**src/rtl/seg_pkg.sv**
```systemverilog
// Shared definitions for the accumulator / seven-segment driver:
// active-low segment codes, the blank code and the controller state type.
package seg_pkg;

  // Segment order is {g,f,e,d,c,b,a}; a 0 lights the segment.
  localparam logic [6:0] SEG_0     = 7'b1000000;
  localparam logic [6:0] SEG_1     = 7'b1111001;
  localparam logic [6:0] SEG_2     = 7'b0100100;
  localparam logic [6:0] SEG_3     = 7'b0110000;
  localparam logic [6:0] SEG_4     = 7'b0011001;
  localparam logic [6:0] SEG_5     = 7'b0010010;
  localparam logic [6:0] SEG_6     = 7'b0000010;
  localparam logic [6:0] SEG_7     = 7'b1111000;
  localparam logic [6:0] SEG_8     = 7'b0000000;
  localparam logic [6:0] SEG_9     = 7'b0010000;
  localparam logic [6:0] SEG_BLANK = 7'b1111111;

  typedef enum logic {
    IDLE    = 1'b0,
    CONVERT = 1'b1
  } state_t;

  // Number of decimal digits needed to print v.
  function automatic int dec_digits(input int unsigned v);
    int          n;
    int unsigned r;
    n = 1;
    r = v;
    for (int i = 0; i < 12; i++) begin
      if (r >= 10) begin
        r = r / 10;
        n = n + 1;
      end
    end
    return n;
  endfunction

endpackage

```
**src/rtl/bcd_to_seg.sv**
```systemverilog
// Combinational BCD nibble to active-low seven-segment code.
// Non-decimal nibbles (10..15) produce a blank digit.
module bcd_to_seg
  import seg_pkg::*;
(
  input  logic [3:0] nib,
  output logic [6:0] seg
);

  always_comb begin
    seg = SEG_BLANK;
    case (nib)
      4'd0:    seg = SEG_0;
      4'd1:    seg = SEG_1;
      4'd2:    seg = SEG_2;
      4'd3:    seg = SEG_3;
      4'd4:    seg = SEG_4;
      4'd5:    seg = SEG_5;
      4'd6:    seg = SEG_6;
      4'd7:    seg = SEG_7;
      4'd8:    seg = SEG_8;
      4'd9:    seg = SEG_9;
      default: seg = SEG_BLANK;
    endcase
  end

endmodule

```
**src/rtl/accum_seg_driver.sv**
```systemverilog
// Adds a+b+cin on request, converts the result to BCD by double-dabble and
// scans it onto a multiplexed seven-segment display. Define
// ACCUM_SEG_BLANK_LEADING_EN to blank leading zero digits (digit 0 always shown).
module accum_seg_driver
  import seg_pkg::*;
#(
  parameter int WIDTH       = 8,
  parameter int DIGITS      = 3,
  parameter int REFRESH_DIV = 50000
) (
  input  logic              clk,
  input  logic              rst,
  input  logic              start,
  input  logic [WIDTH-1:0]  a,
  input  logic [WIDTH-1:0]  b,
  input  logic              cin,
  output logic              busy,
  output logic              done,
  output logic [WIDTH-1:0]  sum,
  output logic              cout,
  output logic [6:0]        seg,
  output logic [DIGITS-1:0] an,
  output logic              dp
);

  localparam int BCD_W  = DIGITS * 4;
  localparam int CNT_W  = $clog2(REFRESH_DIV);
  localparam int IDX_W  = (DIGITS > 1) ? $clog2(DIGITS) : 1;
  localparam int STEP_W = 5;
  localparam logic [STEP_W-1:0] STEPS = STEP_W'(WIDTH + 1);

  if (WIDTH < 2 || WIDTH > 16) begin : g_bad_width
    $error("accum_seg_driver: WIDTH must be in 2..16");
  end
  if (DIGITS < dec_digits((32'd1 << (WIDTH + 1)) - 32'd1)) begin : g_bad_digits
    $error("accum_seg_driver: DIGITS too small for a WIDTH+1 bit result");
  end
  if (REFRESH_DIV < 2) begin : g_bad_refresh
    $error("accum_seg_driver: REFRESH_DIV must be at least 2");
  end

  state_t            state, state_next;
  logic              accept, finish;
  logic [WIDTH:0]    total;
  logic [WIDTH:0]    bin;
  logic [BCD_W-1:0]  scratch, scratch_adj, scratch_next;
  logic [BCD_W-1:0]  disp_bcd;
  logic [STEP_W-1:0] step_cnt;
  logic [CNT_W-1:0]  scan_cnt;
  logic [IDX_W-1:0]  digit_idx;
  logic [DIGITS-1:0] lead_blank;
  logic [3:0]        nib_sel;

  assign total = {1'b0, a} + {1'b0, b} + {{WIDTH{1'b0}}, cin};

  always_ff @(posedge clk or posedge rst) begin
    if (rst) state <= IDLE;
    else     state <= state_next;
  end

  always_comb begin
    state_next = state;
    accept     = 1'b0;
    finish     = 1'b0;
    case (state)
      IDLE: begin
        if (start) begin
          accept     = 1'b1;
          state_next = CONVERT;
        end
      end
      CONVERT: begin
        if (step_cnt == STEPS) begin
          finish     = 1'b1;
          state_next = IDLE;
        end
      end
      default: state_next = IDLE;
    endcase
  end

  assign busy = (state == CONVERT);

  // Double-dabble step: add 3 to every digit >= 5, then shift in the next bit.
  always_comb begin
    scratch_adj = scratch;
    for (int d = 0; d < DIGITS; d++) begin
      if (scratch_adj[d*4 +: 4] >= 4'd5)
        scratch_adj[d*4 +: 4] = scratch_adj[d*4 +: 4] + 4'd3;
    end
    scratch_next = {scratch_adj[BCD_W-2:0], bin[WIDTH]};
  end

  always_ff @(posedge clk or posedge rst) begin
    if (rst) begin
      sum      <= '0;
      cout     <= 1'b0;
      bin      <= '0;
      scratch  <= '0;
      step_cnt <= '0;
      disp_bcd <= '0;
      done     <= 1'b0;
    end else begin
      done <= finish;
      if (accept) begin
        {cout, sum} <= total;
        bin         <= total;
        scratch     <= '0;
        step_cnt    <= '0;
      end else if (state == CONVERT) begin
        if (finish) begin
          disp_bcd <= scratch;
        end else begin
          scratch  <= scratch_next;
          bin      <= bin << 1;
          step_cnt <= step_cnt + STEP_W'(1);
        end
      end
    end
  end

  always_ff @(posedge clk or posedge rst) begin
    if (rst) begin
      scan_cnt  <= '0;
      digit_idx <= '0;
    end else if (scan_cnt == CNT_W'(REFRESH_DIV - 1)) begin
      scan_cnt  <= '0;
      digit_idx <= (digit_idx == IDX_W'(DIGITS - 1)) ? '0 : digit_idx + IDX_W'(1);
    end else begin
      scan_cnt <= scan_cnt + CNT_W'(1);
    end
  end

`ifdef ACCUM_SEG_BLANK_LEADING_EN
  always_comb begin
    logic seen;
    seen       = 1'b0;
    lead_blank = '0;
    for (int i = DIGITS - 1; i > 0; i--) begin
      if (disp_bcd[i*4 +: 4] != 4'd0) seen = 1'b1;
      lead_blank[i] = !seen;
    end
  end
`else
  assign lead_blank = '0;
`endif

  // A blanked digit is fed to the decoder as a non-decimal nibble.
  assign nib_sel = lead_blank[digit_idx] ? 4'hF : disp_bcd[digit_idx*4 +: 4];

  bcd_to_seg u_bcd_to_seg (
    .nib (nib_sel),
    .seg (seg)
  );

  assign an = ~(DIGITS'(1) << digit_idx);
  assign dp = 1'b1;

endmodule

```
**config.mk**
```make
export PLATFORM = sky130hd
export DESIGN_NAME = accum_seg_driver
export DESIGN_NICKNAME = d
export VERILOG_FILES = /design/src/rtl/seg_pkg.sv /design/src/rtl/bcd_to_seg.sv /design/src/rtl/accum_seg_driver.sv
export SDC_FILE = /design/constraint.sdc
export NUM_CORES = 1
export LEC_CHECK = 0
export ABC_CLOCK_PERIOD_IN_PS = 2300
export CORE_AREA = 3 3 127 129
export DETAILED_ROUTE_END_ITERATION = 8
export DIE_AREA = 0 0 130 132
export PLACE_DENSITY = 0.52
export RECOVER_POWER = 50
export SKIP_CTS_REPAIR_TIMING = 1
export SYNTH_ARGS = -nofsm -noshare
export SYNTH_HDL_FRONTEND = slang
export SYNTH_HIERARCHICAL = 1
export SYNTH_SLANG_ARGS = --single-unit
```
**constraint.sdc**
```tcl
create_clock -name clk -period 2.3 [get_ports clk]
set_input_delay 0.46 -clock clk [delete_from_list [all_inputs] [get_ports clk]]
set_output_delay 0.46 -clock clk [all_outputs]
set_load 0.05 [all_outputs]
```
# Yosys cells after proc, flatten, opt, wreduce, memory -nomap -nowiden
# Memory sizes are Yosys's and may differ from the RTL's.
# Cells that the tools add are included.
[classes] bitwise_logic=3 n_eq_ne=4 addsub=8 reduce_logical=3 shifts=2 magnitude_cmp=4 mux=23
[ops] op="2-to-1 mux 12 bit" n=3
[ops] op="2-to-1 mux 9 bit" n=3
[ops] op="adder 16 x 1 -> 16 bit, second input constant" n=1
[ops] op="== test 16 bit, second input constant" n=1
[ops] op="2-to-1 mux 16 bit" n=1
[ops] op="2-to-1 mux 5 bit" n=3
[ops] op="greater-or-equal comparator 4 x 3 -> 1 bit, second input constant" n=3
[ops] op="2-to-1 mux 4 bit" n=3
[ops] op="variable part select 12 x 5 -> 4 bit" n=1
[ops] op="adder 8 x 8 -> 9 bit" n=1
[ops] op="adder 9 x 1 -> 9 bit" n=1
[ops] op="adder 4 x 2 -> 4 bit, second input constant" n=2
[ops] op="2-to-1 mux 1 bit" n=6
[ops] op="adder 5 x 1 -> 5 bit, second input constant" n=1
[ops] op="== test 5 x 4 -> 1 bit, second input constant" n=1
[ops] op="adder 3 x 2 -> 3 bit, second input constant" n=1
[ops] op="less-than comparator 2 x 3 -> 1 bit, second input constant" n=1
[ops] op="2-to-1 mux 3 bit" n=1
[ops] op="NOT 3 bit" n=1
[ops] op="AND reduction 3 bit" n=1
[ops] op="left shift 1 x 2 -> 3 bit, first input constant" n=1
[ops] op="adder 2 x 1 -> 2 bit, second input constant" n=1
[ops] op="binary-select mux 1 bit (select 2 bit)" n=1
[ops] op="== test 2 bit, second input constant" n=1
[ops] op="other kinds (6)" n=7
[word_totals] wordCells=58 inputBits=20 mem_bits_ro=112 output_inout_bits=22 ff_bits=67 memories=1
[memory_table] memory="(no name shown)" words=16 word_bits=7 read_ports=1 rd_clocked_by_memory_dff=0 wr=0 line="bcd_to_seg.sv:12" text="case (nib)"

# Longest topological paths before layout
[logic_depth] ltp_word=6 depth_mapped=9 mapped_depth_nobuf=9

# By module
# Netlist, hierarchy kept.
[modules_own_cells] mod="accum_seg_driver" cells_per_inst=342 area_each_um2=3522.1 n_inst=1
[modules_own_cells] mod="bcd_to_seg" cells_per_inst=33 area_each_um2=210.2 n_inst=1

# Worst setup path before layout
# No wires, ideal clock.
[synth_timing] path_kind="register to output" start="reg digit_idx[0]" end="out seg[4]" slack_ns=-0.810 required_time_ns=1.840 path_stages_with_launch=9 path_buffers=1 arrival_time_ns=2.650 cell_sequence="dfrtp_1 clkbuf_1 mux2i_1 o21ai_0 inv_1 ha_1 nand2_1 o21ai_0 o21ai_0"
[synth_via] elab_chain_len=4 elab_cells_between_ends=5
[synth_lines] element="start: declaration" line="accum_seg_driver.sv:50" text="logic [IDX_W-1:0] digit_idx;"
[synth_lines] element="start signal: assignment" line="accum_seg_driver.sv:128" text="digit_idx <= (digit_idx == IDX_W'(DIGITS - 1)) ? '0 : digit_idx + IDX_W'(1);"
[synth_lines] element="branches (longest 2 deep; another with variable part select 12 x 5 -> 4 bit)"
[synth_lines] element="2-to-1 mux 4 bit (*)" line="accum_seg_driver.sv:149" text="assign nib_sel = lead_blank[digit_idx] ? 4'hF : disp_bcd[digit_idx*4 +: 4];"
[synth_lines] element="via nib_sel[1]" line="accum_seg_driver.sv:52" text="logic [3:0] nib_sel;"
[synth_lines] element="memory read (16 x 7 bit) (*)"
[synth_lines] element="end: declaration" line="accum_seg_driver.sv:21" text="output logic [6:0] seg,"
# Mark *: on every way through the listed nets, which the timed path passes. The select of a mux whose other input is x is not followed.

# Worst setup path after layout
[layout_timing] start="reg digit_idx[0]" end="out seg[3]"
# The elaborated chain is that of the path after synthesis.

==> impl_metrics.ini <==
[synthesis]
avgSynthCellArea_um2 = 9.95
synth_fp_nets = 418
syn_area_mm2 = 0.00373
ys_seq_area_share_pct = 44.9
synth-seq-cells = 67
synth_cell_types = 52
netlist_instances = 375
ys.flop_type = dfrtp_1
synth-edff-count = 0
synthArstFlopShare_pct = 100
ys_warn_count = 6

[power_and_ir_drop]
ir_drop_v = 0.000625
p_leak_nw = 2.21
power_density_mw_per_mm2 = 1300
p_total_mw = 6.47

[clocking]
clk_latency_ps = 330
cts_buffers = 9
root_buffer = clkbuf_16
clk_path_buf_depth = 2
clkSlewWorstSetupHoldPaths_ps = 50
htreeDepth = 3
cts_tree = built
cts.sinks = 67

[timing]
finalSetupViolCount = 7
slew_headroom_pct = -0.183
fin_skew_ps = 11.8
finalCritPeriodShare_pct = 109
drv_slew = 67
grt_setup_unrepaired = true
finalHoldViolations = 0
timing.final.crit_period_ps = 2510
hold_ws_ps = 485
fmax_ghz = 0.398
worst_slack_ps = -211
finalSetupTns_ps = -1000
worst_pin_slew_ps = 1500

[placed_design]
place.gp.congestion = 0.748
dp_hpwl_mm = 5.68
io_buffers = 40

[routing]
route.vias.total = 2806
drc = 0
wire_per_inst_um = 12.3
wirelength_mm = 7.78
first_iter_violations = 111
ant_nets = 0
viasPerCell = 4.44
firstDrtPassIters = 4

[setup_path]
worstSetupEndpointType = output pin
arrival_ps = 2050
path_buf_inv = 3
crit_family = flip-flops
required_ps = 1840
path_cells = buf_6, mux2i_2, o21ai_2, buf_6, or2b_4, a21oi_4, a31oi_4, buf_12
max_stage_delay_ps = 460
cp-start-kind = flop
path_class = flop to output pin
crit_top_cell = buf_6
cp_max_fo = 5
cp_slowest_cell = dfrtp_2

[global_route]
grt_first_pass_wirelength_mm = 13.2
grt_use_total_pct = 9.38
grt_start_max_net_pins = 68
antenna_found_initial = 0
grt_pass1_vias = 2867
grt_overflow = 0

[die]
die_area_mm2 = 0.0172
rows = 45
core_mm2 = 0.0151
die_width_um = 130
ioPinCount = 42
dieHeight_um = 132
initial_core_util_pct = 24.6

[layout]
fillers = 1530
layout_common_cells = dfrtp_1, nand2_1, clkdlybuf4s50_1, buf_4, o21ai_0
layout-drive-gt1-share_pct = 21.4
synthToLayoutAreaGrowth_pct = 33.1
num_antenna_cells = 0
final_common_cell = dfrtp_1
num-nets-final = 482

[hold_path]
hold_path_class = flop to flop

[flow_run]
cap_violations = 0

[status]
violations = max-slew violations, negative setup slack
status = finished with violations
cell families (layout without fill, tap and decap cells):
kind of cell,Yosys count,count (layout),share of synthesized area (%)
other,1,1,0.100
XOR/XNOR,20,20,4.69
flip-flops,67,67,44.9
AO/OA/AOI/OAI,72,72,11.9
multiplexers,31,31,8.75
adder cells (fa/ha/maj),23,23,8.11
AND/OR/NAND/NOR,122,122,16.9
buffers and inverters,39,108,4.59
metal layers:
layer	share of wire (%)	GRT usage (%)	up-vias
li1	-	-	1433
met3	5.4	3.04	4
met2	44	14.5	61
met1	49	12.7	1308
met5	0	0	-
met4	0.89	2.48	0
worst reg2reg max path, stage by stage, from the launching register on:
cell,delay (ps)
dfrtp_1,400
ha_1,200
nand3_1,260
nor4_4,560
buf_4,240
nand2b_1,100
mux2i_1,70
report_power, final:
| part | internal, mW | switching [mW] |
|---|---|---|
| Sequential | 1.58 | 0.291 |
| Clock | 0.877 | 0.523 |
| Combinational | 1.40 | 1.80 |
through the flow:
stage          cells  setup WS (ps)  util, %  instance area, µm²
2_1_floorplan    375          -46.4        -                3770
3_3_place_gp     610           -271     30.0                4550
3_5_place_dp     610           -338     30.0                4550
4_1_cts          626           -375     32.1                4860
5_1_grt          632           -293     32.8                4970
6_report         632           -211     32.8                4970
sequential cells by signal (all words and copies together), names as in the netlist:
register   cells
bin            9
scratch       12
digit_idx      2
busy           1
cout           1
done           1
disp_bcd      12
step_cnt       5
sum            8
scan_cnt      16
synth_stat cells, drive strengths merged, types with 3 or more instances:
master,n,share of area [%]
clkbuf,8,0.80
o31ai,7,1.4
nand2b,10,1.7
buf,9,1.6
inv,22,2.2
dfrtp,67,45
a31oi,3,0.50
a32o,3,0.80
mux2,10,3.1
nor4,3,0.91
nor3b,4,0.80
ha,21,7.0
xnor2,13,3.1
nor3,3,0.40
o21ai,31,4.2
nand4,5,0.84
nand2,44,4.4
mux2i,21,5.6
xor2,7,1.6
nor2,23,2.3
a21oi,15,2.1
nand3,15,2.0
area by class of cell:
cell class	count	area, µm²	share of cell area, %
well taps	188	235	4.74
clock buffers	10	239	4.81
clock inverters	6	71.3	1.44
inverters	22	82.6	1.66
multi-input cells	269	1990	40.0
repair buffers	70	672	13.5
flip-flops and latches	67	1680	33.8
worst paths after layout:
path	startpoint	end	slack (ps)	cells past startpoint
hold / removal	disp_bcd[5]	disp_bcd[5]	480	2
hold reg to reg	disp_bcd[5]	disp_bcd[5]	480	2
min in group asynchronous	rst	sum[5]	950	3
max in group asynchronous	rst	digit_idx[0]	330	3
setup reg to reg	scan_cnt[0]	scan_cnt[14]	360	6
setup / recovery	digit_idx[0]	seg[3]	-210	8
Note: power is estimated with default switching activity, not from simulation.
